**config.mk**
```make
export PLATFORM = sky130hd
export DESIGN_NAME = seq_div_flat
export DESIGN_NICKNAME = d
export VERILOG_FILES = /design/src/rtl/seq_div_if.sv /design/src/rtl/seq_div.sv /design/src/flat_wrapper.sv
export SDC_FILE = /design/constraint.sdc
export NUM_CORES = 1
export LEC_CHECK = 0
export CORE_UTILIZATION = 55
export DETAILED_ROUTE_END_ITERATION = 8
export DONT_BUFFER_PORTS = 1
export PLACE_DENSITY = 0.8
export SLEW_MARGIN = 20
export SYNTH_ARGS = -nofsm -noshare
export SYNTH_HDL_FRONTEND = slang
export SYNTH_SLANG_ARGS = --single-unit
```
**constraint.sdc**
```tcl
create_clock -name clk -period 7.9 [get_ports clk]
set_input_delay 1.975 -clock clk [delete_from_list [all_inputs] [get_ports clk]]
set_output_delay 1.975 -clock clk [all_outputs]
set_load 0.1 [all_outputs]
```
**src/rtl/seq_div_if.sv**
```systemverilog
// Operand/result bundle for the sequential divider.
interface seq_div_if #(
  parameter int unsigned WIDTH = 32
);
  logic             go;
  logic [WIDTH-1:0] left;
  logic [WIDTH-1:0] right;
  logic [WIDTH-1:0] quotient;
  logic [WIDTH-1:0] remainder;
  logic             done;
  logic             busy;
  logic             div_by_zero;

  modport master (
    output go, left, right,
    input  quotient, remainder, done, busy, div_by_zero
  );

  modport slave (
    input  go, left, right,
    output quotient, remainder, done, busy, div_by_zero
  );
endinterface

```
**src/rtl/seq_div.sv**
```systemverilog
// Iterative unsigned restoring divider: one quotient bit per cycle,
// WIDTH-cycle fixed latency, registered results.
module seq_div #(
  parameter int unsigned WIDTH = 32
) (
  input logic      clk,
  input logic      reset,
  seq_div_if.slave bus
);

  localparam int unsigned CW = $clog2(WIDTH + 1);

  typedef enum logic [1:0] {
    IDLE = 2'd0,
    RUN  = 2'd1,
    DONE = 2'd2
  } state_t;

  state_t           state, state_nx;
  // Partial remainder kept WIDTH bits wide: after every restore step its top
  // bit is zero, so only the low bits ever feed the next trial subtract.
  logic [WIDTH-1:0] r;
  logic [WIDTH-1:0] q;
  logic [WIDTH-1:0] d;
  logic [CW-1:0]    cnt;
  logic             zero;
  logic [WIDTH-1:0] quotient;
  logic [WIDTH-1:0] remainder;
  logic             dbz;

  logic [WIDTH:0]   s;
  logic [WIDTH:0]   t;
  logic [WIDTH-1:0] r_nx;
  logic [WIDTH-1:0] q_nx;
  logic             accept;
  logic             last;

  // One restoring step: shift in the next dividend bit, trial-subtract.
  always_comb begin
    s    = {r, q[WIDTH-1]};
    t    = s - {1'b0, d};
    r_nx = t[WIDTH] ? s[WIDTH-1:0] : t[WIDTH-1:0];
    q_nx = {q[WIDTH-2:0], ~t[WIDTH]};
  end

  // Next-state logic; go only counts outside RUN.
  always_comb begin
    state_nx = state;
    accept   = 1'b0;
    last     = 1'b0;
    case (state)
      IDLE: begin
        if (bus.go) begin
          accept   = 1'b1;
          state_nx = RUN;
        end
      end
      RUN: begin
        if (cnt == CW'(WIDTH - 1)) begin
          last     = 1'b1;
          state_nx = DONE;
        end
      end
      DONE: begin
        if (bus.go) begin
          accept   = 1'b1;
          state_nx = RUN;
        end else begin
          state_nx = IDLE;
        end
      end
      default: state_nx = IDLE;
    endcase
  end

  // State register.
  always_ff @(posedge clk) begin
    if (!reset) state <= IDLE;
    else        state <= state_nx;
  end

  // Operand load, iteration and result write-back.
  always_ff @(posedge clk) begin
    if (!reset) begin
      r         <= '0;
      q         <= '0;
      d         <= '0;
      cnt       <= '0;
      zero      <= 1'b0;
      quotient  <= '0;
      remainder <= '0;
      dbz       <= 1'b0;
    end else if (accept) begin
      r    <= '0;
      q    <= bus.left;
      d    <= bus.right;
      cnt  <= '0;
      zero <= (bus.right == '0);
    end else if (state == RUN) begin
      r   <= r_nx;
      q   <= q_nx;
      cnt <= cnt + CW'(1);
      if (last) begin
        quotient  <= q_nx;
        remainder <= r_nx;
        dbz       <= zero;
      end
    end
  end

  assign bus.quotient    = quotient;
  assign bus.remainder   = remainder;
  assign bus.div_by_zero = dbz;
  assign bus.done        = (state == DONE);
  assign bus.busy        = (state == RUN);

endmodule
```
**src/flat_wrapper.sv**
```systemverilog
// flat-port wrapper written by rule: the top's interface ports become plain ports
module seq_div_flat 
#(
  parameter int unsigned WIDTH = 32
)
  (clk, reset, bus_go, bus_left, bus_right, bus_quotient, bus_remainder, bus_done, bus_busy, bus_div_by_zero);
  seq_div_if #(.WIDTH(WIDTH)) bus_i ();
  input logic clk;
  input logic reset;
  input wire logic [$bits(bus_i.go)-1:0] bus_go;
  input wire logic [$bits(bus_i.left)-1:0] bus_left;
  input wire logic [$bits(bus_i.right)-1:0] bus_right;
  output wire logic [$bits(bus_i.quotient)-1:0] bus_quotient;
  output wire logic [$bits(bus_i.remainder)-1:0] bus_remainder;
  output wire logic [$bits(bus_i.done)-1:0] bus_done;
  output wire logic [$bits(bus_i.busy)-1:0] bus_busy;
  output wire logic [$bits(bus_i.div_by_zero)-1:0] bus_div_by_zero;
  assign bus_i.go = bus_go;
  assign bus_i.left = bus_left;
  assign bus_i.right = bus_right;
  assign bus_quotient = bus_i.quotient;
  assign bus_remainder = bus_i.remainder;
  assign bus_done = bus_i.done;
  assign bus_busy = bus_i.busy;
  assign bus_div_by_zero = bus_i.div_by_zero;
  seq_div #(.WIDTH(WIDTH)) u_core (.clk(clk), .reset(reset), .bus(bus_i));
endmodule
```
=== Yosys cells after proc, flatten, opt, wreduce, memory -nomap -nowiden ===
Cells that the tools add are included.

* Register bits after elaboration: 170
* Word-level logic and storage cells: 37
* Output and inout port bits: 67
* Input bits: 67

* Reduce and logical (&&, ||, !) cells: 7
* Bitwise operators: 3
* $add $sub $neg: 2
* Mux-type cells: 11
* Equal/unequal tests: 5

{| class="wikitable"
|+ Operators by type and width
! operator !! number
|-
| $mux W32 || 3
|-
| $sub A33 B32 Y33 || 1
|-
| $logic_not A32 Y1 || 1
|-
| $add A6 B1 Y6 const B || 1
|-
| $eq A6 B5 Y1 const B || 1
|-
| $pmux W2 S3 || 1
|-
| $mux W1 || 5
|-
| $mux W2 || 2
|-
| $reduce_or A2 Y1 || 2
|-
| $not A1 Y1 || 3
|-
| $reduce_and A3 Y1 || 1
|-
| $eq A2 B1 Y1 const B || 1
|-
| $eq A2 B2 Y1 const B || 1
|-
| $logic_not A2 Y1 || 1
|-
| $ne A2 B1 Y1 const B || 1
|-
| $ne A2 B2 Y1 const B || 1
|-
| $reduce_and A2 Y1 || 1
|-
| $reduce_bool A2 Y1 || 1
|}

=== Logic depth before layout (Yosys ltp) ===
* Word-level depth: 5
* Mapped depth: 14
* Gate-level depth less buffers: 12

=== Worst setup path after synthesis ===
No wires, ideal clock.

* Path type: register to output
* Start: register u_core.state[1]
* End: output port bus_busy
* Data required time: 5.925 ns
* Setup slack: 4.071 ns
* Data arrival time: 1.854 ns
* Stages on the path, launching flop included: 5
* Buffers on the path: 2
* Path through: dfxtp_1 > nand2b_1 > inv_1 > clkbuf_1 > clkbuf_1

* Word-level cells in the longest chain between the ends: 1

{| class="wikitable"
|+ Ends and longest elaborated chain
! element !! RTL line !! source
|-
| start, declared || seq_div.sv:19 || <nowiki>state_t state, state_nx;</nowiki>
|-
| start signal, assigned || seq_div.sv:79 || <nowiki>else state <= state_nx;</nowiki>
|-
| $eq A2 B1 Y1 || seq_div.sv:115 || <nowiki>assign bus.busy = (state == RUN);</nowiki>
|-
| end, declared || flat_wrapper.sv:16 || <nowiki>output wire logic [$bits(bus_i.busy)-1:0] bus_busy;</nowiki>
|}

No other way between the ends.

=== Final worst setup path ===
* Start: register u_core.q[31]
* End: register u_core.r[23]

* Word-level cells in the longest chain between the ends: 2

{| class="wikitable"
|+ Ends and longest elaborated chain
! element !! RTL line !! source
|-
| start, declared || seq_div.sv:23 || <nowiki>logic [WIDTH-1:0] q;</nowiki>
|-
| start signal, assigned || seq_div.sv:95 || <nowiki>q <= bus.left;</nowiki>
|-
| start signal, assigned || seq_div.sv:101 || <nowiki>q <= q_nx;</nowiki>
|-
| $sub A33 B32 Y33 || seq_div.sv:41 || <nowiki>t = s - {1'b0, d};</nowiki>
|-
| $mux W32 || seq_div.sv:42 || <nowiki>r_nx = t[WIDTH] ? s[WIDTH-1:0] : t[WIDTH-1:0];</nowiki>
|-
| end signal, assigned || seq_div.sv:100 || <nowiki>r <= r_nx;</nowiki>
|-
| end, declared || seq_div.sv:22 || <nowiki>logic [WIDTH-1:0] r;</nowiki>
|}

No other way between the ends.
A chain may end at the register's enable or synchronous reset.

==> key figures <==
Run status
  – Outcome: complete, but fails checks
  – Failing checks: DRC

Synth
  – Dominant cells by area after synthesis: dfxtp_1 (41%), nand2_1 (9.1%), a21oi_1 (9.1%), o21ai_0 (5.0%), ha_1 (4.9%)
  – Netlist cell types: between 50 and 60
  – Mapped Area: 8361 um^2
  – Seq cells post-synth: 170
  – Syn_nets: roughly 1,200
  – Top FF cell, synth: dfxtp_1
  – Top cell type's share of synthesized area: 0.4071
  – Commonest cells in the synthesized netlist: nand2_1 (203), dfxtp_1 (170), a21oi_1 (152), nor2_1 (104), o21ai_0 (83)
  – Post-synthesis cell count: 1,079
  – Post-synth EDFFs: 0
  – Sequential area share after synthesis: 0.4071
  – Async SR Flop Fraction: 0
  – Mean post-synth cell area: approximately 7.7 um^2
  – Synth warn: 0
  – Most numerous cell in the Yosys netlist: nand2_1
  – Yosys top cell by area: dfxtp_1

STA
  – Fin. Hold Viols: 0
  – Post-route clock period utilization: 0.5004
  – Fin Hold WS: 0.4571 ns
  – Rel. slew slack: 0.2752
  – Final Setup Violations: 0
  – RSZ-0062 raised after global routing: false
  – Tightest Pin Transition: 1.082 ns
  – Clk_skew: 0.01344 ns
  – Fmax: between 200 and 300 MHz
  – Final Max Tran Viols: 0
  – Min Tclk post-route: 3.953 ns
  – Setup TNS: 0 ns

Worst hold path
  – Min-Delay Path Class: reg -> reg

Setup path
  – Crit path DAT: ~4.3 ns
  – Max stage delay cell, worst path: xnor2_4
  – Req. time, crit path: 8.22 ns
  – Critical path class: reg -> reg
  – Critical-path cell list: inv_1 -> ha_1 -> fa_1 -> nor2b_1 -> o31ai_2 -> a31oi_1 -> a31oi_1 -> o21a_4 -> xnor2_4 -> buf_4 -> mux2_1 -> o21a_1
  – Cell mode on critical path: a31oi_1
  – CP Launch Type: register
  – CP Max Fanout: 21
  – CP Capture Type: register
  – Crit path largest cell delay: 0.62 ns

Pwr
  – Leak: 3.492 nW
  – Comb pwr share: 0.266
  – Reg power frac: 0.382
  – Switching Fraction: 0.3338
  – Internal Power: around 1.6 mW
  – Max VDD drop: 0.1903 mV
  – Switching power: 0.8031 mW
  – Clock network fraction of total power: 0.352
  – Pwr per Cell Area: around 270 nW/um^2

Placement
  – Gpl congestion: a little over 0.9
  – Post-DP Area: between 8000 and 9000 um^2
  – Port Buffers: 0
  – DP HPWL: 14,280 um
  – Cells after DPL: ~1,200

Finish
  – Design area: 9009 um^2
  – Register area: 3403 um^2
  – Antenna fix cells: 0
  – Synth-to-Final Area Change: 7.752%
  – Final cell count without fillers: between 1,000 and 1,500
  – Area of the multi-input gates: 4566 um^2
  – Layout net count: roughly 1,100
  – Layout cells sized above 1: 0.06559
  – Fillcell total: ~1,300
  – Final core occ: 0.6129

Floorplanning
  – Die Span X: 125.3 um
  – FP Rows: 44
  – Initial core utilization: 0.5688
  – Die ar.: 15,700 um^2
  – DIE HEIGHT: ~130 um
  – Floorplan core area: 14,700 um^2
  – Io pins: approximately 130

Clock network
  – Post-cts sizing count: 0
  – Clk Tree Root Cell: clkbuf_16
  – Post-CTS Setup Bufs: 0
  – CTS Hold Bufs: 0
  – Clock Tree Buf Depth: 2
  – CTS tree: done
  – Cts bufs inserted: 17
  – Clock net sink count: 170
  – H-tree levels: 4
  – Clk_lat worst skew: around 0.44 ns
  – Worst-path clk slew: 0.07 ns

Global route
  – Vias in the first global route: 7,070
  – Initial antenna violation count: 0
  – GRT Overall Usage: 0.2751
  – First-pass GRT wire length: between 30,000 and 40,000 um
  – Gr ovfl total: 0
  – Largest net degree at the start of global routing: 73

Routing
  – Post-DR vias/cell: 5.966
  – Routed WL: 21,250 um
  – Remaining DRCs: 5
  – Vias: 7,374
  – Drt pass-1 iters: 9
  – Final ANT Viol Nets: 0
  – Avg WL per Cell: 17.19 um
  – Drt initial violations: between 500 and 600

Flow run
  – Max Cap Violations: 0
-- power groups by stage --
stage | Combinational (mW) | Clock (mW) | Sequential [mW]
after CTS | 0.631 | 0.856 | 0.918
after global placement | 0.617 | 0 | 0.937
after floorplan | 0.520 | 0 | 0.930
after detailed placement | 0.624 | 0 | 0.938
after global routing | 0.699 | 0.893 | 0.923
final | 0.639 | 0.847 | 0.919
-- placed cells by master (no fill, tap or decap), types with 7 or more instances in the layout --
| master | instances |
|---|---|
| clkbuf_16 | 17 |
| dfxtp_1 | 170 |
| mux2_2 | 16 |
| nand3_1 | 12 |
| buf_4 | 8 |
| a21o_1 | 9 |
| xor2_1 | 15 |
| ha_1 | 33 |
| o21a_1 | 11 |
| nand4_1 | 8 |
| a31oi_1 | 10 |
| inv_1 | 37 |
| o21ai_0 | 83 |
| mux2i_1 | 7 |
| nor4_1 | 8 |
| nor2_1 | 102 |
| xnor2_1 | 17 |
| a22oi_1 | 32 |
| nor3_1 | 10 |
| nand2_1 | 202 |
| a21oi_1 | 152 |
-- layout make-up --
| type | count | area share |
|---|---|---|
| clock buffer | 18 | 0.04764 |
| sequential | 170 | 0.3778 |
| inverter | 39 | 0.01639 |
| timing repair buffer | 8 | 0.006667 |
| tap | 184 | 0.02556 |
| multi-input combinational | 803 | 0.5068 |
| clock inverter | 14 | 0.01917 |
-- path summary, 6_finish.rpt --
| path | start | slack (ns) | endpoint | cells after the start |
|---|---|---|---|---|
| worst max-delay path | u_core.q[31] | 3.95 | u_core.r[23] | 12 |
| worst min-delay path | u_core.d[5] | 0.46 | u_core.d[5] | 2 |
| worst max register to register | u_core.q[31] | 3.95 | u_core.r[23] | 12 |
| worst min register to register | u_core.d[5] | 0.46 | u_core.d[5] | 2 |
-- metal layers --
| metal | vias to the layer above | part of all wire | routed length, um | global-route usage |
|---|---|---|---|---|
| met2 | 220 | 0.46 | 9829 | 0.4509 |
| met1 | 3459 | 0.44 | 9282 | 0.3376 |
| met3 | 41 | 0.073 | 1560 | 0.07702 |
| li1 | 3654 | - | - | - |
| met4 | 0 | 0.027 | 580 | 0.1212 |
| met5 | - | 0 | 0 | 0 |
-- flip-flops by register name, summed over array words and instances (netlist names) --
register	count
u_core.bus.quotient	32
u_core.state	2
u_core.bus.div_by_zero	1
u_core.r	32
u_core.cnt	6
u_core.d	32
u_core.bus.remainder	32
u_core.q	32
u_core.zero	1
-- cells by family after synthesis --
family | Yosys count | share of synthesized area
adder cells (fa/ha/maj) | 34 | 0.05178
buffers and inverters | 106 | 0.05088
flip-flops | 170 | 0.4071
XOR/XNOR | 33 | 0.03682
AND/OR/NAND/NOR | 376 | 0.1865
AO/OA/AOI/OAI | 333 | 0.2317
multiplexers | 27 | 0.03532
-- critical path, delay by kind of cell, from the launching register on --
| kind | cells | cell delay (ns) |
|---|---|---|
| and+or+nand+nor | 1 | 0.21 |
| adders and majority gates | 2 | 0.59 |
| DFF | 1 | 0.35 |
| AOI/OAI and AO/OA | 5 | 1.22 |
| muxes | 1 | 0.37 |
| xor gates and xnor gates | 1 | 0.62 |
| buffers and inverters | 2 | 0.46 |
-- metrics by stage --
step / power, mW / setup slack (ns)
after floorplan: 1.450 / 4.071
final: 2.406 / 3.947
after global routing: 2.515 / 3.747
after global placement: 1.554 / 4.025
after CTS: 2.405 / 3.977
after detailed placement: 1.562 / 4.001
Note: power is estimated with default switching activity, not from simulation.
